[config.mk]
export PLATFORM = sky130hd
export DESIGN_NAME = alu_pipe
export DESIGN_NICKNAME = d
export VERILOG_FILES = /design/src/rtl/alu_pipe.sv
export SDC_FILE = /design/constraint.sdc
export NUM_CORES = 1
export LEC_CHECK = 0
export CORE_UTILIZATION = 25
export DETAILED_ROUTE_END_ITERATION = 8
export GPL_ROUTABILITY_DRIVEN = 1
export MAX_ROUTING_LAYER = met4
export PLACE_DENSITY_LB_ADDON = 0.1
export REMOVE_ABC_BUFFERS = 1
export SYNTH_ARGS = -nofsm -noshare
export SYNTH_HDL_FRONTEND = slang
export SYNTH_SLANG_ARGS = --single-unit
[constraint.sdc]
create_clock -name clk -period 7.4 [get_ports clk]
set_input_delay 1.11 -clock clk [delete_from_list [all_inputs] [get_ports clk]]
set_output_delay 1.11 -clock clk [all_outputs]
set_load 0.05 [all_outputs]
[src/rtl/alu_pipe.sv]
// Pipelined ALU with valid/ready handshakes on both sides and registered result/flags.
// Define ALU_PIPE_MUL_EN to build the multi-cycle shift-add multiplier (opcode 11).
module alu_pipe #(
  parameter int WIDTH = 8
) (
  input  logic             clk,
  input  logic             rst,
  input  logic             In_Valid,
  output logic             In_Ready,
  input  logic [WIDTH-1:0] A,
  input  logic [WIDTH-1:0] B,
  input  logic [3:0]       ALU_Sel,
  output logic             Out_Valid,
  input  logic             Out_Ready,
  output logic [WIDTH-1:0] ALU_Out,
  output logic             CarryOut,
  output logic             Zero,
  output logic             Overflow,
  output logic             Err,
  output logic [1:0]       o_dbg_state
);

  // Handshake: a request transfers on a rising edge where In_Valid && In_Ready;
  // a result transfers on a rising edge where Out_Valid && Out_Ready. Both may
  // happen on the same edge, in which case the new result replaces the old one.
  localparam logic [1:0] ST_IDLE = 2'd0;
  localparam logic [1:0] ST_HOLD = 2'd2;
`ifdef ALU_PIPE_MUL_EN
  localparam logic [1:0] ST_MUL  = 2'd1;
  localparam logic [3:0] OP_MUL  = 4'd11;
`endif

  logic [1:0]       r_state;
  logic             w_accept;
  logic             w_consume;
  logic             w_mul_start;
  logic             w_mul_load;
  logic [WIDTH-1:0] w_mul_lo;
  logic             w_mul_hi_nz;
  logic [WIDTH-1:0] w_res;
  logic             w_carry;
  logic             w_ovf;
  logic             w_err;
  logic [WIDTH:0]   w_add;
  logic [WIDTH:0]   w_sub;

  assign In_Ready    = (r_state == ST_IDLE) && (!Out_Valid || Out_Ready);
  assign w_accept    = In_Valid && In_Ready;
  assign w_consume   = Out_Valid && Out_Ready;
  assign o_dbg_state = r_state;

  // Bit WIDTH of the widened difference is the borrow.
  assign w_add = {1'b0, A} + {1'b0, B};
  assign w_sub = {1'b0, A} - {1'b0, B};

  always_comb begin
    w_res   = '0;
    w_carry = 1'b0;
    w_ovf   = 1'b0;
    w_err   = 1'b0;
    case (ALU_Sel)
      4'd0: begin
        w_res   = w_add[WIDTH-1:0];
        w_carry = w_add[WIDTH];
        w_ovf   = (A[WIDTH-1] == B[WIDTH-1]) && (w_add[WIDTH-1] != A[WIDTH-1]);
      end
      4'd1: begin
        w_res   = w_sub[WIDTH-1:0];
        w_carry = w_sub[WIDTH];
        w_ovf   = (A[WIDTH-1] != B[WIDTH-1]) && (w_sub[WIDTH-1] != A[WIDTH-1]);
      end
      4'd2: w_res = A & B;
      4'd3: w_res = A | B;
      4'd4: w_res = A ^ B;
      4'd5: w_res = ~A;
      4'd6: begin
        w_res   = {A[WIDTH-2:0], 1'b0};
        w_carry = A[WIDTH-1];
      end
      4'd7: begin
        w_res   = {1'b0, A[WIDTH-1:1]};
        w_carry = A[0];
      end
      4'd8: begin
        w_res   = {A[WIDTH-2:0], A[WIDTH-1]};
        w_carry = A[WIDTH-1];
      end
      4'd9: begin
        w_res   = {A[0], A[WIDTH-1:1]};
        w_carry = A[0];
      end
      4'd10: w_res = {{(WIDTH-1){1'b0}}, (A < B)};
      // Opcode 11 lands here only when the multiplier is not built.
      default: w_err = 1'b1;
    endcase
  end

`ifdef ALU_PIPE_MUL_EN
  localparam int CW = $clog2(WIDTH) + 1;

  logic [2*WIDTH-1:0] r_acc;
  logic [2*WIDTH-1:0] r_mcand;
  logic [WIDTH-1:0]   r_mplier;
  logic [CW-1:0]      r_cnt;
  logic               w_mul_done;

  assign w_mul_start = w_accept && (ALU_Sel == OP_MUL);
  assign w_mul_done  = (r_state == ST_MUL) && (r_cnt == CW'(WIDTH - 1));
  // First HOLD cycle publishes the finished product.
  assign w_mul_load  = (r_state == ST_HOLD) && !Out_Valid;
  assign w_mul_lo    = r_acc[WIDTH-1:0];
  assign w_mul_hi_nz = |r_acc[2*WIDTH-1:WIDTH];

  always_ff @(posedge clk) begin
    if (rst) begin
      r_acc    <= '0;
      r_mcand  <= '0;
      r_mplier <= '0;
      r_cnt    <= '0;
    end else if (w_mul_start) begin
      r_acc    <= '0;
      r_mcand  <= {{WIDTH{1'b0}}, A};
      r_mplier <= B;
      r_cnt    <= '0;
    end else if (r_state == ST_MUL) begin
      if (r_mplier[0]) r_acc <= r_acc + r_mcand;
      r_mcand  <= r_mcand << 1;
      r_mplier <= r_mplier >> 1;
      r_cnt    <= r_cnt + CW'(1);
    end
  end
`else
  assign w_mul_start = 1'b0;
  assign w_mul_load  = 1'b0;
  assign w_mul_lo    = '0;
  assign w_mul_hi_nz = 1'b0;
`endif

  always_ff @(posedge clk) begin
    if (rst) begin
      r_state <= ST_IDLE;
    end else begin
      case (r_state)
        ST_IDLE: if (w_mul_start) r_state <= 2'd1;
`ifdef ALU_PIPE_MUL_EN
        ST_MUL:  if (w_mul_done) r_state <= ST_HOLD;
`endif
        ST_HOLD: if (w_consume) r_state <= ST_IDLE;
        default: r_state <= ST_IDLE;
      endcase
    end
  end

  always_ff @(posedge clk) begin
    if (rst) begin
      Out_Valid <= 1'b0;
      ALU_Out   <= '0;
      CarryOut  <= 1'b0;
      Zero      <= 1'b0;
      Overflow  <= 1'b0;
      Err       <= 1'b0;
    end else if (w_accept && !w_mul_start) begin
      Out_Valid <= 1'b1;
      ALU_Out   <= w_res;
      CarryOut  <= w_carry;
      Zero      <= (w_res == '0);
      Overflow  <= w_ovf;
      Err       <= w_err;
    end else if (w_mul_load) begin
      Out_Valid <= 1'b1;
      ALU_Out   <= w_mul_lo;
      CarryOut  <= w_mul_hi_nz;
      Zero      <= (w_mul_lo == '0);
      Overflow  <= 1'b0;
      Err       <= 1'b0;
    end else if (w_consume) begin
      Out_Valid <= 1'b0;
    end
  end

endmodule

==> qor.json <==
{
  "outcome": {"value": "finished, final reports clean"},
  "yosys_warnings": {"value": 0},
  "post-place-cells": {"value": 384},
  "globalRouteOverflowTotal": {"value": 0},
  "finClkSkew": {"value": 0.003172, "unit": "ns"},
  "rsz0062_at_grt": {"value": "no"},
  "cts.clk_slew.worst_paths": {"value": 0.05, "unit": "ns"},
  "dominantRegCellSynth": {"value": "sky130_fd_sc_hd__dfxtp_1"},
  "synth_area": {"value": 0.002002, "unit": "mm2"},
  "cts_tree": {"value": "yes"},
  "synth-edff-count": {"value": 0},
  "root_buf_cell": {"value": "sky130_fd_sc_hd__clkbuf_8"},
  "path_class": {"value": "primary input to register"},
  "worst_slew_margin_rel": {"value": 48.47, "unit": "%"},
  "row_count": {"value": 32},
  "syn-instance-count": {"value": 258},
  "setup_tns": {"value": 0, "unit": "ns"},
  "avgViaCountPerCell": {"value": 5.090},
  "ff2ff_path_depth": {"value": 7},
  "worst_setup_path_start_kind": {"value": "primary input"},
  "tightestPinTransition": {"value": 0.7705, "unit": "ns"},
  "cts_buffer_depth": {"value": 2},
  "initial_core_util": {"value": 25.91, "unit": "%"},
  "io_buffers": {"value": 37},
  "ctsHtreeMaxLevel": {"value": 1},
  "initial_antenna_violation_count": {"value": 0},
  "design.portCount": {"value": 40},
  "drv.max_cap_violation_count": {"value": 0},
  "rr_startpoint": {"value": "Out_Valid"},
  "grt_util_all_layers": {"value": 15.25, "unit": "%"},
  "dpl-instance-area": {"value": 0.002397, "unit": "mm2"},
  "hold_path_depth": {"value": 2},
  "layout.cells.most_common_list": {"value": "37 x sky130_fd_sc_hd__clkdlybuf4s50_1, 24 x sky130_fd_sc_hd__ha_1, 22 x sky130_fd_sc_hd__inv_1"},
  "setup.worst_path.end": {"value": "CarryOut"},
  "drt-wirelength-per-cell": {"value": 15.14, "unit": "um"},
  "worst_ir_drop_vdd": {"value": 0.04404, "unit": "mV"},
  "crit_path_start": {"value": "A[0]"},
  "drt_first_iter_violations": {"value": 139},
  "clock_sinks": {"value": 13},
  "gpl.final_weighted_congestion": {"value": 0.8322},
  "layout_commonest_cell": {"value": "sky130_fd_sc_hd__clkdlybuf4s50_1"},
  "floorplan.core_area": {"value": 0.007727, "unit": "mm2"},
  "detailedRoute.firstPassIterationCount": {"value": 4},
  "final-max-slew-violation-count": {"value": 0},
  "detail_route.drc_violations": {"value": 0},
  "die_x": {"value": 91.49, "unit": "um"},
  "yosys_register_bits": {"value": 13},
  "fillerInstances": {"value": 847},
  "synth_cell_types": {"value": 65},
  "drt.antenna.violating_nets": {"value": 0},
  "timing.reg2reg.setup_slack": {"value": 5.54, "unit": "ns"},
  "holdWs": {"value": 0.4619, "unit": "ns"},
  "layout-drive-gt1-share": {"value": 6.643, "unit": "%"},
  "path_max_fanout": {"value": 5},
  "total_power": {"value": 0.3006, "unit": "mW"},
  "setup_ws": {"value": 3.389, "unit": "ns"},
  "ctsResizeCount": {"value": 0},
  "critPathRequiredTime": {"value": 7.54, "unit": "ns"},
  "die_ar": {"value": 0.008370, "unit": "mm2"},
  "final_hold_viol_count": {"value": 0},
  "report.final.setup_viol": {"value": 0},
  "synthArstFlopShare": {"value": 0, "unit": "%"},
  "antenna-diode-count": {"value": 0},
  "grt_max_degree": {"value": 45},
  "syn_area_per_cell": {"value": 7.759, "unit": "um2"},
  "fmax": {"value": 249.3, "unit": "MHz"},
  "detailedPlacementHpwl": {"value": 4693, "unit": "um"},
  "worstReg2RegEnd": {"value": "Zero"},
  "area_growth_syn_to_layout": {"value": 22.00, "unit": "%"},
  "part_of_the_cycle_the_worst_path_needs": {"value": 54.20, "unit": "%"},
  "stdcell_count": {"value": 388},
  "grt_first_pass_wirelength": {"value": 10030, "unit": "um"},
  "via_count_of_the_first_global_routing_pass": {"value": 1991},
  "hold_path.class": {"value": "register to register"},
  "critical_path_arrival": {"value": 4.15, "unit": "ns"},
  "placement.setup.worst_slack": {"value": 3.153, "unit": "ns"},
  "nNetsFinal": {"value": 337},
  "cts_inserted_buffers": {"value": 3},
  "cts_hold_buffers": {"value": 0},
  "min-delay-start": {"value": "Overflow"},
  "layout.cell_area.non_filler": {"value": 0.002442, "unit": "mm2"},
  "power-per-cell-area": {"value": 123.1, "unit": "mW/mm2"},
  "final_core_util": {"value": 31.61, "unit": "%"},
  "endpoint_kind": {"value": "register"},
  "die_h": {"value": 91.49, "unit": "um"},
  "num_vias": {"value": 1975},
  "clock_insertion_delay_worst_skew": {"value": 0.24, "unit": "ns"},
  "fin_crit": {"value": 4.011, "unit": "ns"},
  "power.static_leakage": {"value": 0.9834, "unit": "nW"},
  "cts_setup_buffers": {"value": 0},
  "detail_route.wirelength": {"value": 5874, "unit": "um"},
  "synth.yosys.seq_area_share": {"value": 13.00, "unit": "%"}
}
## kinds of logic (layout without fill, tap and decap cells)
group / Yosys count / in the layout / synth area share, %
and+or+nand+nor: 84 / 84 / 23.06
AOI/OAI and AO/OA: 77 / 77 / 28.75
buffers and inverters: 42 / 69 / 10.94
adders and majority gates: 26 / 26 / 17.00
DFF: 13 / 13 / 13.00
muxes: 8 / 8 / 4.000
xor gates and xnor gates: 7 / 7 / 3.063
other: 1 / 2 / 0.1873
## routing by layer
metal | routed length (um) | vias to the layer above | global-route usage, % | part of all wire, %
li1 | - | 998 | - | -
met1 | 2823 | 926 | 21.11 | 48
met2 | 2765 | 45 | 24.50 | 47
met3 | 224 | 6 | 0.5863 | 3.8
met4 | 61 | 0 | 3.439 | 1.0
met5 | 0 | - | - | 0
## critical path: stages
cell	delay [ns]
sky130_fd_sc_hd__clkdlybuf4s50_1	0.51
sky130_fd_sc_hd__inv_1	0.15
sky130_fd_sc_hd__ha_1	0.24
sky130_fd_sc_hd__inv_1	0.07
sky130_fd_sc_hd__fa_1	0.41
sky130_fd_sc_hd__nor3b_1	0.16
sky130_fd_sc_hd__a211o_1	0.28
sky130_fd_sc_hd__a21oi_1	0.17
sky130_fd_sc_hd__o21bai_1	0.10
sky130_fd_sc_hd__a2111oi_1	0.55
sky130_fd_sc_hd__a311oi_1	0.11
sky130_fd_sc_hd__a311oi_1	0.29
## synth_stat cells (all sizes together), types with 2 or more instances
cell type  count  area (um2)
nor2b         11       68.82
nor4           3       25.02
nor3b          4       35.03
dfxtp         13       260.3
buf           13       100.1
o22ai          7       43.79
nand3b         5       37.54
a32oi          3       26.28
a2111oi        3       33.78
mux2i          8       80.08
nor2          18       67.56
xnor2          6       52.55
nand3          3       15.01
clkbuf         3       21.27
a2bb2oi        3       26.28
nor3          14       75.07
a222oi         2       20.02
ha            24       300.3
a31o           2       17.52
o211ai         2       15.01
a21oi         14       73.82
a311oi         2       17.52
nand2         13       48.80
a22oi          3       22.52
nand2b         4       25.02
inv           26       97.59
o21bai         3       33.78
o2111ai        2       17.52
a211oi         5       37.54
or3            4       25.02
a22o           2       17.52
a21o           2       15.01
fa             2       40.04
o21ai         10       50.05
## worst min path at each step
stage	endpoint	slack, ns
global route	Overflow	0.49
CTS	Overflow	0.47
global placement	Overflow	0.45
finish	Overflow	0.46
detailed placement	Overflow	0.46
floorplan	Overflow	0.67
## where the power goes
part           switching, mW  leakage (nW)  internal (mW)
sequential           0.00243         0.107         0.0751
combinational         0.0970         0.853         0.0646
clock                 0.0235        0.0228         0.0379
## layout make-up
type,instances,area [um2],share of cell area (%)
clock buffer,4,45.04,1.844
tap,102,127.6,5.225
timing repair buffer,39,385.4,15.78
sequential,13,260.3,10.66
inverter,26,97.59,3.996
multi-input combinational,204,1526,62.50
## sequential cells by signal, summed over array words and instances (netlist names)
register,cells
ALU_Out,8
CarryOut,1
Err,1
Out_Valid,1
Overflow,1
Zero,1
Note: power is estimated with default switching activity, not from simulation.
